File: src/rtl/spi_slave_fifo.sv
// spi_slave_fifo: SPI slave supporting all four CPOL/CPHA modes, with an RX
// FIFO and a TX holding register on valid/ready handshakes. SPI pins are
// oversampled in the clk domain. Each SCLK half-period must last at least
// SYNC_STAGES+3 clk cycles.
//
// Optional feature: define SPI_SLAVE_LSB_FIRST_EN to add the lsb_first input.
// lsb_first is latched at frame start. When it is 1, words are shifted LSB-first.
//
// Ports:
//   clk, rst                 clock; synchronous active-high reset
//   sclk, mosi, cs_n         asynchronous SPI pins (synchronised internally)
//   miso                     SPI data out; 0 while no frame is active
//   cpol, cpha               SPI mode, latched at frame start
//   lsb_first                (macro only) bit order, latched at frame start
//   rx_data/valid/ready      RX FIFO head; pop on valid && ready
//   rx_level                 RX FIFO occupancy
//   tx_data/valid/ready      TX holding register write port
//   rx_overrun, tx_underrun  sticky error flags; err_clr clears both
//   busy                     frame active
//   frame_done               one-cycle pulse at frame end
module spi_slave_fifo #(
  parameter int WORD_W      = 8,
  parameter int RX_DEPTH    = 4,
  parameter int SYNC_STAGES = 2
) (
  input  logic                        clk,
  input  logic                        rst,
  input  logic                        sclk,
  input  logic                        mosi,
  input  logic                        cs_n,
  output logic                        miso,
  input  logic                        cpol,
  input  logic                        cpha,
`ifdef SPI_SLAVE_LSB_FIRST_EN
  input  logic                        lsb_first,
`endif
  output logic [WORD_W-1:0]           rx_data,
  output logic                        rx_valid,
  input  logic                        rx_ready,
  output logic [$clog2(RX_DEPTH):0]   rx_level,
  input  logic [WORD_W-1:0]           tx_data,
  input  logic                        tx_valid,
  output logic                        tx_ready,
  output logic                        rx_overrun,
  output logic                        tx_underrun,
  input  logic                        err_clr,
  output logic                        busy,
  output logic                        frame_done
);
  localparam int AW = $clog2(RX_DEPTH);
  localparam int CW = $clog2(WORD_W);
  localparam logic [CW-1:0] LAST_BIT = CW'(WORD_W - 1);
  localparam logic [AW:0]   FULL_LVL = (AW + 1)'(RX_DEPTH);

  // Pin synchronisers (sclk and cs_n reset low so a frame already in
  // progress at reset release never produces a falling cs_n edge).
  logic [SYNC_STAGES-1:0] sclk_sync_q, cs_sync_q, mosi_sync_q;
  always_ff @(posedge clk) begin
    if (rst) begin
      sclk_sync_q <= '0;
      cs_sync_q   <= '0;
    end else begin
      sclk_sync_q <= {sclk_sync_q[SYNC_STAGES-2:0], sclk};
      cs_sync_q   <= {cs_sync_q[SYNC_STAGES-2:0], cs_n};
    end
  end
  always_ff @(posedge clk) mosi_sync_q <= {mosi_sync_q[SYNC_STAGES-2:0], mosi};

  logic sclk_s, cs_s, mosi_s;
  assign sclk_s = sclk_sync_q[SYNC_STAGES-1];
  assign cs_s   = cs_sync_q[SYNC_STAGES-1];
  assign mosi_s = mosi_sync_q[SYNC_STAGES-1];

  // Control state
  logic              sclk_prev_q, cs_prev_q, frame_q, frame_done_q;
  logic              cpol_q, cpha_q, pend_q, pend_d, wend_q, wend_d;
  logic [CW-1:0]     bit_cnt_q, bit_cnt_d;
  logic              hold_vld_q, hold_vld_d, ovr_q, ovr_d, unr_q, unr_d;
  logic [AW-1:0]     wr_ptr_q, rd_ptr_q;
  logic [AW:0]       count_q, count_d;
  // Datapath state
  logic [WORD_W-1:0] rx_shift_q, rx_shift_d, tx_shift_q, tx_shift_d, hold_q;
  logic [WORD_W-1:0] mem [RX_DEPTH];

  logic lsb_mode;
`ifdef SPI_SLAVE_LSB_FIRST_EN
  logic lsb_q;
  always_ff @(posedge clk) begin
    if (rst)                        lsb_q <= 1'b0;
    else if (cs_prev_q && !cs_s)    lsb_q <= lsb_first;
  end
  assign lsb_mode = lsb_q;
`else
  assign lsb_mode = 1'b0;
`endif

  logic frame_start, frame_end, act, lead, trail, samp, shft;
  logic push, pop, full, wr_en, reload, accept;
  logic [WORD_W-1:0] reload_word;

  always_comb begin
    frame_start = cs_prev_q && !cs_s;
    frame_end   = frame_q && !cs_prev_q && cs_s;
    act         = frame_q && !cs_s;
    lead        = act && (sclk_prev_q == cpol_q) && (sclk_s != cpol_q);
    trail       = act && (sclk_prev_q != cpol_q) && (sclk_s == cpol_q);
    samp        = cpha_q ? trail : lead;
    shft        = cpha_q ? lead : trail;

    push   = samp && (bit_cnt_q == LAST_BIT);
    pop    = rx_ready && (count_q != '0);
    full   = (count_q == FULL_LVL);
    wr_en  = push && (!full || pop);
    accept = tx_valid && !hold_vld_q;
    // A word boundary reload only happens once the last bit has been sampled.
    reload = frame_start || (shft && pend_q && wend_q);
    reload_word = hold_vld_q ? hold_q : '0;

    rx_shift_d = rx_shift_q;
    if (samp)
      rx_shift_d = lsb_mode ? {mosi_s, rx_shift_q[WORD_W-1:1]}
                            : {rx_shift_q[WORD_W-2:0], mosi_s};

    tx_shift_d = tx_shift_q;
    if (reload)
      tx_shift_d = reload_word;
    else if (shft && pend_q)
      tx_shift_d = lsb_mode ? (tx_shift_q >> 1) : (tx_shift_q << 1);

    bit_cnt_d = bit_cnt_q;
    pend_d    = pend_q;
    wend_d    = wend_q;
    if (frame_start || frame_end) begin
      bit_cnt_d = '0;
      pend_d    = 1'b0;
      wend_d    = 1'b0;
    end else if (samp) begin
      bit_cnt_d = push ? '0 : bit_cnt_q + 1'b1;
      pend_d    = 1'b1;
      if (push) wend_d = 1'b1;
    end else if (shft && pend_q) begin
      pend_d = 1'b0;
      wend_d = 1'b0;
    end

    count_d = count_q;
    if (wr_en && !pop)      count_d = count_q + 1'b1;
    else if (!wr_en && pop) count_d = count_q - 1'b1;

    hold_vld_d = accept || (hold_vld_q && !reload);
    ovr_d      = (push && full && !pop) || (ovr_q && !err_clr);
    unr_d      = (reload && !hold_vld_q) || (unr_q && !err_clr);
  end

  always_ff @(posedge clk) begin
    if (rst) begin
      sclk_prev_q  <= 1'b0;
      cs_prev_q    <= 1'b0;
      frame_q      <= 1'b0;
      frame_done_q <= 1'b0;
      cpol_q       <= 1'b0;
      cpha_q       <= 1'b0;
      bit_cnt_q    <= '0;
      pend_q       <= 1'b0;
      wend_q       <= 1'b0;
      hold_vld_q   <= 1'b0;
      wr_ptr_q     <= '0;
      rd_ptr_q     <= '0;
      count_q      <= '0;
      ovr_q        <= 1'b0;
      unr_q        <= 1'b0;
    end else begin
      sclk_prev_q  <= sclk_s;
      cs_prev_q    <= cs_s;
      frame_done_q <= frame_end;
      if (frame_start) begin
        frame_q <= 1'b1;
        cpol_q  <= cpol;
        cpha_q  <= cpha;
      end else if (frame_end) begin
        frame_q <= 1'b0;
      end
      bit_cnt_q  <= bit_cnt_d;
      pend_q     <= pend_d;
      wend_q     <= wend_d;
      hold_vld_q <= hold_vld_d;
      if (wr_en) wr_ptr_q <= wr_ptr_q + 1'b1;
      if (pop)   rd_ptr_q <= rd_ptr_q + 1'b1;
      count_q    <= count_d;
      ovr_q      <= ovr_d;
      unr_q      <= unr_d;
    end
  end

  always_ff @(posedge clk) begin
    rx_shift_q <= rx_shift_d;
    tx_shift_q <= tx_shift_d;
    if (accept) hold_q <= tx_data;
    // When full, wr_ptr equals rd_ptr; the popped head is read this cycle
    // before the incoming word overwrites that slot.
    if (wr_en) mem[wr_ptr_q] <= rx_shift_d;
  end

  assign rx_valid    = (count_q != '0);
  assign rx_data     = rx_valid ? mem[rd_ptr_q] : '0;
  assign rx_level    = count_q;
  assign tx_ready    = !hold_vld_q;
  assign rx_overrun  = ovr_q;
  assign tx_underrun = unr_q;
  assign busy        = frame_q;
  assign frame_done  = frame_done_q;
  assign miso        = frame_q ? (lsb_mode ? tx_shift_q[0] : tx_shift_q[WORD_W-1]) : 1'b0;

endmodule

File: config.mk
export PLATFORM = sky130hd
export DESIGN_NAME = spi_slave_fifo
export DESIGN_NICKNAME = d
export VERILOG_FILES = /design/src/rtl/spi_slave_fifo.sv
export SDC_FILE = /design/constraint.sdc
export NUM_CORES = 1
export LEC_CHECK = 0
export BUFFER_PORTS_ARGS = -buffer_cell sky130_fd_sc_hd__clkbuf_2
export CORE_ASPECT_RATIO = 2
export CORE_MARGIN = 5
export CORE_UTILIZATION = 46
export DETAILED_ROUTE_END_ITERATION = 8
export PLACE_DENSITY = 0.65
export SLEW_MARGIN = 20
export SYNTH_ARGS = -nofsm -noshare
export SYNTH_HDL_FRONTEND = slang
export SYNTH_SLANG_ARGS = --single-unit
File: constraint.sdc
create_clock -name clk -period 5.9 [get_ports clk]
set_clock_uncertainty 0.05 [all_clocks]
set_input_delay 1.18 -clock clk [delete_from_list [all_inputs] [get_ports clk]]
set_output_delay 1.18 -clock clk [all_outputs]
set_load 0.02 [all_outputs]
==> results.toml, run 1 <==
[setup_path]
worst_path_largest_cell_delay_ns = 0.65
crit_type = "register to output port"
worst_setup_path_start_kind = "register"
reg2regPathDepth = 9
cpMaxStageDelayCell = "dfxtp_1"
cp-end-kind = "output port"
critical_path_peak_fanout = 8
cp_num_cells = 3
cpLargestDelayFamily = "flip-flops"
worstPathCellList = "mux4_2 > and2_1 > clkbuf_2"
timing.critical_path.arrival_ns = 1.85
cp.buffers_inverters = 1
worst-endpoint-required_ns = 4.67

[yosys]
synth_sequential_area_ratio_pct = 65.9
synthDominantCellAreaShare_pct = 43.6
post_synth_instance_area_mm2 = 0.00331
synthArstFlopShare_pct = 0
ys.warnings.count = 0
post_synth.cell_area_avg_um2 = 13.8
synth_common_cells = "48 x edfxtp_1, 37 x dfxtp_1, 27 x nand2_1, 13 x and2_1, 13 x nor2_1"
synth_top_cell_by_area = "edfxtp_1"
yosys.cell_count.top_type = "edfxtp_1"
synth_cell_types = 32
synth.ff_latch_count = 85
synth_cells = 239
netlist_top_cells_area = "edfxtp_1 44%, dfxtp_1 22%, mux4_2 5.4%"
yosys_most_used_dff = "edfxtp_1"
mappedNetlistNets = 265
number_of_enable_flip_flop_cells_after_synthesis = 48

[clock_network]
clock-root-buffer = "clkbuf_16"
clk_latency_ns = 0.33
postCtsSetupBuffers = 0
cts.sinks = 85
clkSlewWorstSetupHoldPaths_ns = 0.06
cts_made_buffers = 9
cts-hold-fix-buffers = 0
tritoncts = "yes"
cts_resized = 0
cts_buffer_depth = 2
htree_levels = 3

[timing]
worst_slew_margin_relative_to_its_limit_pct = 52.7
accumulated_negative_setup_slack_ns = 0
final_hold_viol_count = 0
setup_violations = 0
achievable-frequency_ghz = 0.324
timing_worst_slew_pin_value_ns = 0.704
period_share_pct = 52.3
grt_setup_unrepaired = "no"
fin_crit_ns = 3.08
report.final.slew_viol_count = 0

[die]
die_area_mm2 = 0.00909
die_width_um = 70.0
floorplan.rows = 43
io-pin-count = 36
fp.coreArea_mm2 = 0.00699
initial_utilization_pct = 47.3
die_h_um = 130

[global_routing]
grt_start_max_net_pins = 25
grt_pass1_vias = 1879
grt_pass1_wl_um = 8670
antenna_violations_before_repair = 0
grt-ovfl-total = 0
grt.total_usage_pct = 12.6

[layout]
antenna_cells = 0
final_layout_size_suffix_gt1_share_pct = 25.9
layout.nets = 303
areaGrowthSynthToFinish_pct = 15.6
final_core_utilization_pct = 54.7

[routing]
drt_iter0_drc = 76
detailedRoute.firstPassIterationCount = 4
total_via_count_in_the_routed_design = 1851
routed_wirelength_um = 5100
wl_per_cell_um = 13.7
drt-vias-per-instance = 4.98
drc_errors = 0
antenna_left = 0

[placed_design]
hpwlAfterDp_um = 3790
portBuffers = 35
finalWeightedCongestion = 0.718

[worst_hold_path]
min_path_cells = 0
worst_hold_path_class = "register to register"

[pwr]
power-per-cell-area_mw_per_mm2 = 390
power_uw = 1490
power.leakage_uw = 0.00141
irDropWorstVdd_uv = 232

[job]
timing.max_cap.violations = 0

[outcome]
result_of_the_run = "completed"
==> state kept, by name (all words and copies together), names as in the netlist, 2 cells and up, named ones only <==
| register | count |
|---|---|
| sclk_sync_q | 2 |
| rx_shift_q | 8 |
| mosi_sync_q | 2 |
| cs_sync_q | 2 |
| rx_level | 3 |
| rd_ptr_q | 2 |
| bit_cnt_q | 3 |
| hold_q | 8 |
| wr_ptr_q | 2 |
| tx_shift_q | 8 |
| mem | 32 |
==> path summary, 6_finish.rpt <==
kind	from	end	slack (ns)
max	register	rx_data[1]	2.82
min	mosi_sync_q[0]$_DFF_P_	mosi_sync_q[1]$_DFF_P_	0.28
max reg2reg	busy$_SDFFE_PP0P_	rx_level[2]$_SDFFE_PP0P_	3.16
min reg2reg	mosi_sync_q[0]$_DFF_P_	mosi_sync_q[1]$_DFF_P_	0.28
==> logic make-up after synthesis <==
logic type / count (synthesis) / synth area share, %
simple gates: 76 / 12.1
fa+ha+maj: 8 / 3.25
buf+inv: 17 / 2.00
compound gates: 25 / 4.31
xor+xnor: 5 / 1.55
flops: 85 / 65.9
mux: 23 / 10.9
==> final cells by class <==
type                            instances  area, µm²
Fill cell                             638       3170
Sequential cell                        85       2180
Multi-Input combinational cell        137       1060
Clock buffer                           11        233
Timing Repair Buffer                   35        175
Tap cell                               90        113
Inverter                                9       33.8
Clock inverter                          5       28.8
==> power by group <==
group          switching [µW]  leakage, µW  internal, µW
combinational             187     0.000559           130
clock                     209     0.000123           282
sequential               35.4     0.000727           651
total                     431      0.00141          1060
==> cells in the final DEF, fill, tap and decap left out, types with 3 or more instances in the layout <==
| cell type | n |
|---|---|
| nand2_1 | 27 |
| mux2_2 | 9 |
| or3_1 | 3 |
| clkbuf_16 | 9 |
| mux4_2 | 8 |
| and2_1 | 13 |
| nor2b_1 | 9 |
| dfxtp_1 | 37 |
| inv_1 | 9 |
| clkbuf_2 | 35 |
| xor2_1 | 4 |
| nor2_1 | 13 |
| o22ai_1 | 8 |
| o21ai_0 | 3 |
| edfxtp_1 | 48 |
| a21oi_1 | 11 |
| mux2i_1 | 4 |
| ha_1 | 7 |
==> metrics by stage <==
step	cell area, µm²	std cells	setup slack [ns]	hold slack, ns
3_5_place_dp	3560	356	2.71	0.278
3_3_place_gp	3560	356	2.82	0.262
4_1_cts	3830	372	2.74	0.287
6_report	3830	372	2.82	0.277
5_1_grt	3830	372	2.66	0.289
2_1_floorplan	3310	239	3.06	0.260
==> metal layers <==
layer	track usage, %	vias up	share of wire [%]
met5	0	-	0
met4	6.77	0	2.5
met3	3.93	7	4.1
met2	23.8	33	57
met1	11.9	887	36
li1	-	924	-
Power figures use the tool's default switching activity.
==> inputs of run 2 (changes only) <==
- PLACE_DENSITY: 0.65 -> 0.68
- clock period: 5.9 -> 2.55 ns (I/O delays scaled with it)
==> results.toml, run 2 (synthesized netlist as in run 1, its figures left out) <==
[layout]
antenna_cells = 0
sequential_cell_area_mm2 = 0.00218
multiInputGateArea_mm2 = 0.00106
n_fill_cell = 599
layout.nets = 308
areaGrowthSynthToFinish_pct = 19.1
final_core_utilization_pct = 56.4
register_with_the_highest_flop_count = "mem"
final_cell_mix = "48 x edfxtp_1, 37 x dfxtp_1, 35 x clkbuf_2, 27 x nand2_1"
largest_register_ff_count = 32
layout.cells.most_common = "edfxtp_1"
final_layout_size_suffix_gt1_share_pct = 27.9

[routing]
drc_errors = 0
drt_iter0_drc = 63
detailedRoute.firstPassIterationCount = 4
wl_per_cell_um = 13.5
routed_wirelength_um = 5090
total_via_count_in_the_routed_design = 1869
antenna_left = 0
drt-vias-per-instance = 4.96

[timing]
achievable-frequency_ghz = 0.422
timing_worst_slew_pin_value_ns = 0.737
worst_slew_margin_relative_to_its_limit_pct = 50.5
period_share_pct = 93.0
setup_violations = 0
worst_hold_check_slack_ns = 0.232
fin_crit_ns = 2.37
grt_setup_unrepaired = "no"
report.final.slew_viol_count = 0
accumulated_negative_setup_slack_ns = 0
final_hold_viol_count = 0
post_layout_worst_setup_margin_ns = 0.179

[setup_path]
crit_type = "register to register"
cp-end-kind = "register"
cp_num_cells = 9
critical_path.reg2reg.startpoint = "busy$_SDFFE_PP0P_"
cpLargestDelayFamily = "simple AND/OR/NAND/NOR gates"
timing.critical_path.arrival_ns = 2.57
cpMaxStageDelayCell = "dfxtp_1"
crit-reg2reg-capture = "rx_level[2]$_SDFFE_PP0P_"
reg2regPathDepth = 9
cp.buffers_inverters = 1
cp-startpoint = "busy$_SDFFE_PP0P_"
worst-endpoint-required_ns = 2.75
worst_setup_path_start_kind = "register"
worstPathCellList = "and4bb_2 > mux2i_4 > nor3_4 > ha_1 > inv_1 > fa_1 > xor2_1 > or3_1 > a21oi_1"
r2r_setup_slack_ns = 0.18
critical_path_peak_fanout = 6
worst_path_largest_cell_delay_ns = 0.42
end_of_the_critical_path = "rx_level[2]$_SDFFE_PP0P_"

[pwr]
power_frac_clock_pct = 37.9
irDropWorstVdd_uv = 500
power.leakage_uw = 0.00147
p_int_uw = 2790
sequential_group_share_of_total_power_pct = 41.1
power.share.combinational_pct = 21.0
switching_power_uw = 1010
switching_share_pct = 26.6
power-per-cell-area_mw_per_mm2 = 964

[die]
initial_utilization_pct = 47.3
die_area_mm2 = 0.00909
die_h_um = 130
fp.coreArea_mm2 = 0.00699
die_width_um = 70.0
io-pin-count = 36
floorplan.rows = 43

[global_routing]
gr-max-usage-layer = "met2"
grt_pass1_wl_um = 8680
antenna_violations_before_repair = 0
grt_start_max_net_pins = 25
grtUsageMet1_pct = 11.5
grt-ovfl-total = 0
grt.total_usage_pct = 12.5
grt.met3_usage_pct = 3.70
grt_pass1_vias = 1918
groute.layer.met2.usage_pct = 23.9

[clock_network]
cts-hold-fix-buffers = 0
htree_levels = 3
cts.sinks = 85
cts_resized = 0
clkSlewWorstSetupHoldPaths_ns = 0.06
clock-root-buffer = "clkbuf_16"
clk_latency_ns = 0.33
cts_buffer_depth = 2
cts_made_buffers = 9
tritoncts = "yes"
postCtsSetupBuffers = 0

[worst_hold_path]
worst_hold_path_class = "input port to register"

[placed_design]
preCtsSetupSlack_ns = 0.193
portBuffers = 35
finalWeightedCongestion = 0.737
hpwlAfterDp_um = 3850

[job]
timing.max_cap.violations = 0

[outcome]
result_of_the_run = "completed"
==> run 2: cell type report <==
| class | instances | share of cell area, % |
|---|---|---|
| clock buffers | 9 | 5.71 |
| inverters | 9 | 0.857 |
| multi-input cells | 137 | 26.9 |
| repair buffers | 40 | 5.40 |
| flip-flops and latches | 85 | 55.4 |
| clock inverters | 7 | 2.89 |
| well taps | 90 | 2.86 |
==> run 2: worst min-delay path by stage <==
stage                     cells past startpoint                   start  slack, ns                      to
after floorplan                               0  mosi_sync_q[0]$_DFF_P_       0.26  mosi_sync_q[1]$_DFF_P_
after global placement                        0  mosi_sync_q[0]$_DFF_P_       0.26  mosi_sync_q[1]$_DFF_P_
after detailed placement                      0  mosi_sync_q[0]$_DFF_P_       0.29  mosi_sync_q[1]$_DFF_P_
after CTS                                     1                    mosi       0.21  mosi_sync_q[0]$_DFF_P_
after global routing                          1                    mosi       0.22  mosi_sync_q[0]$_DFF_P_
final                                         1                    mosi       0.23  mosi_sync_q[0]$_DFF_P_
==> run 2: worst reg2reg max path, stage by stage, from the launching register on <==
cell and delay [ns]:
dfxtp_1 0.42, and4bb_2 0.31, mux2i_4 0.10, nor3_4 0.18
ha_1 0.20, inv_1 0.06, fa_1 0.37, xor2_1 0.16
or3_1 0.30, a21oi_1 0.14
==> run 2: stage by stage <==
stage	power, µW	area, µm²	instances
CTS	3860	3940	377
finish	3800	3940	377
detailed placement	2410	3600	361
global route	3980	3940	377
global placement	2400	3600	361
floorplan	2140	3310	239
==> run 2: routing by layer <==
layer / part of all wire, % / vias to the layer above / wire length [µm]
li1: - / 939 / -
met1: 37 / 883 / 1880
met2: 57 / 37 / 2910
met3: 3.8 / 10 / 191
met4: 2.1 / 0 / 105
met5: 0 / - / 0
==> run 2: power by group through the flow <==
stage	clock (µW)	sequential (µW)	combinational, µW
after global routing	1540	1570	876
final	1440	1560	798
after CTS	1480	1560	822
after detailed placement	0	1590	819
after global placement	0	1590	810
after floorplan	0	1600	534
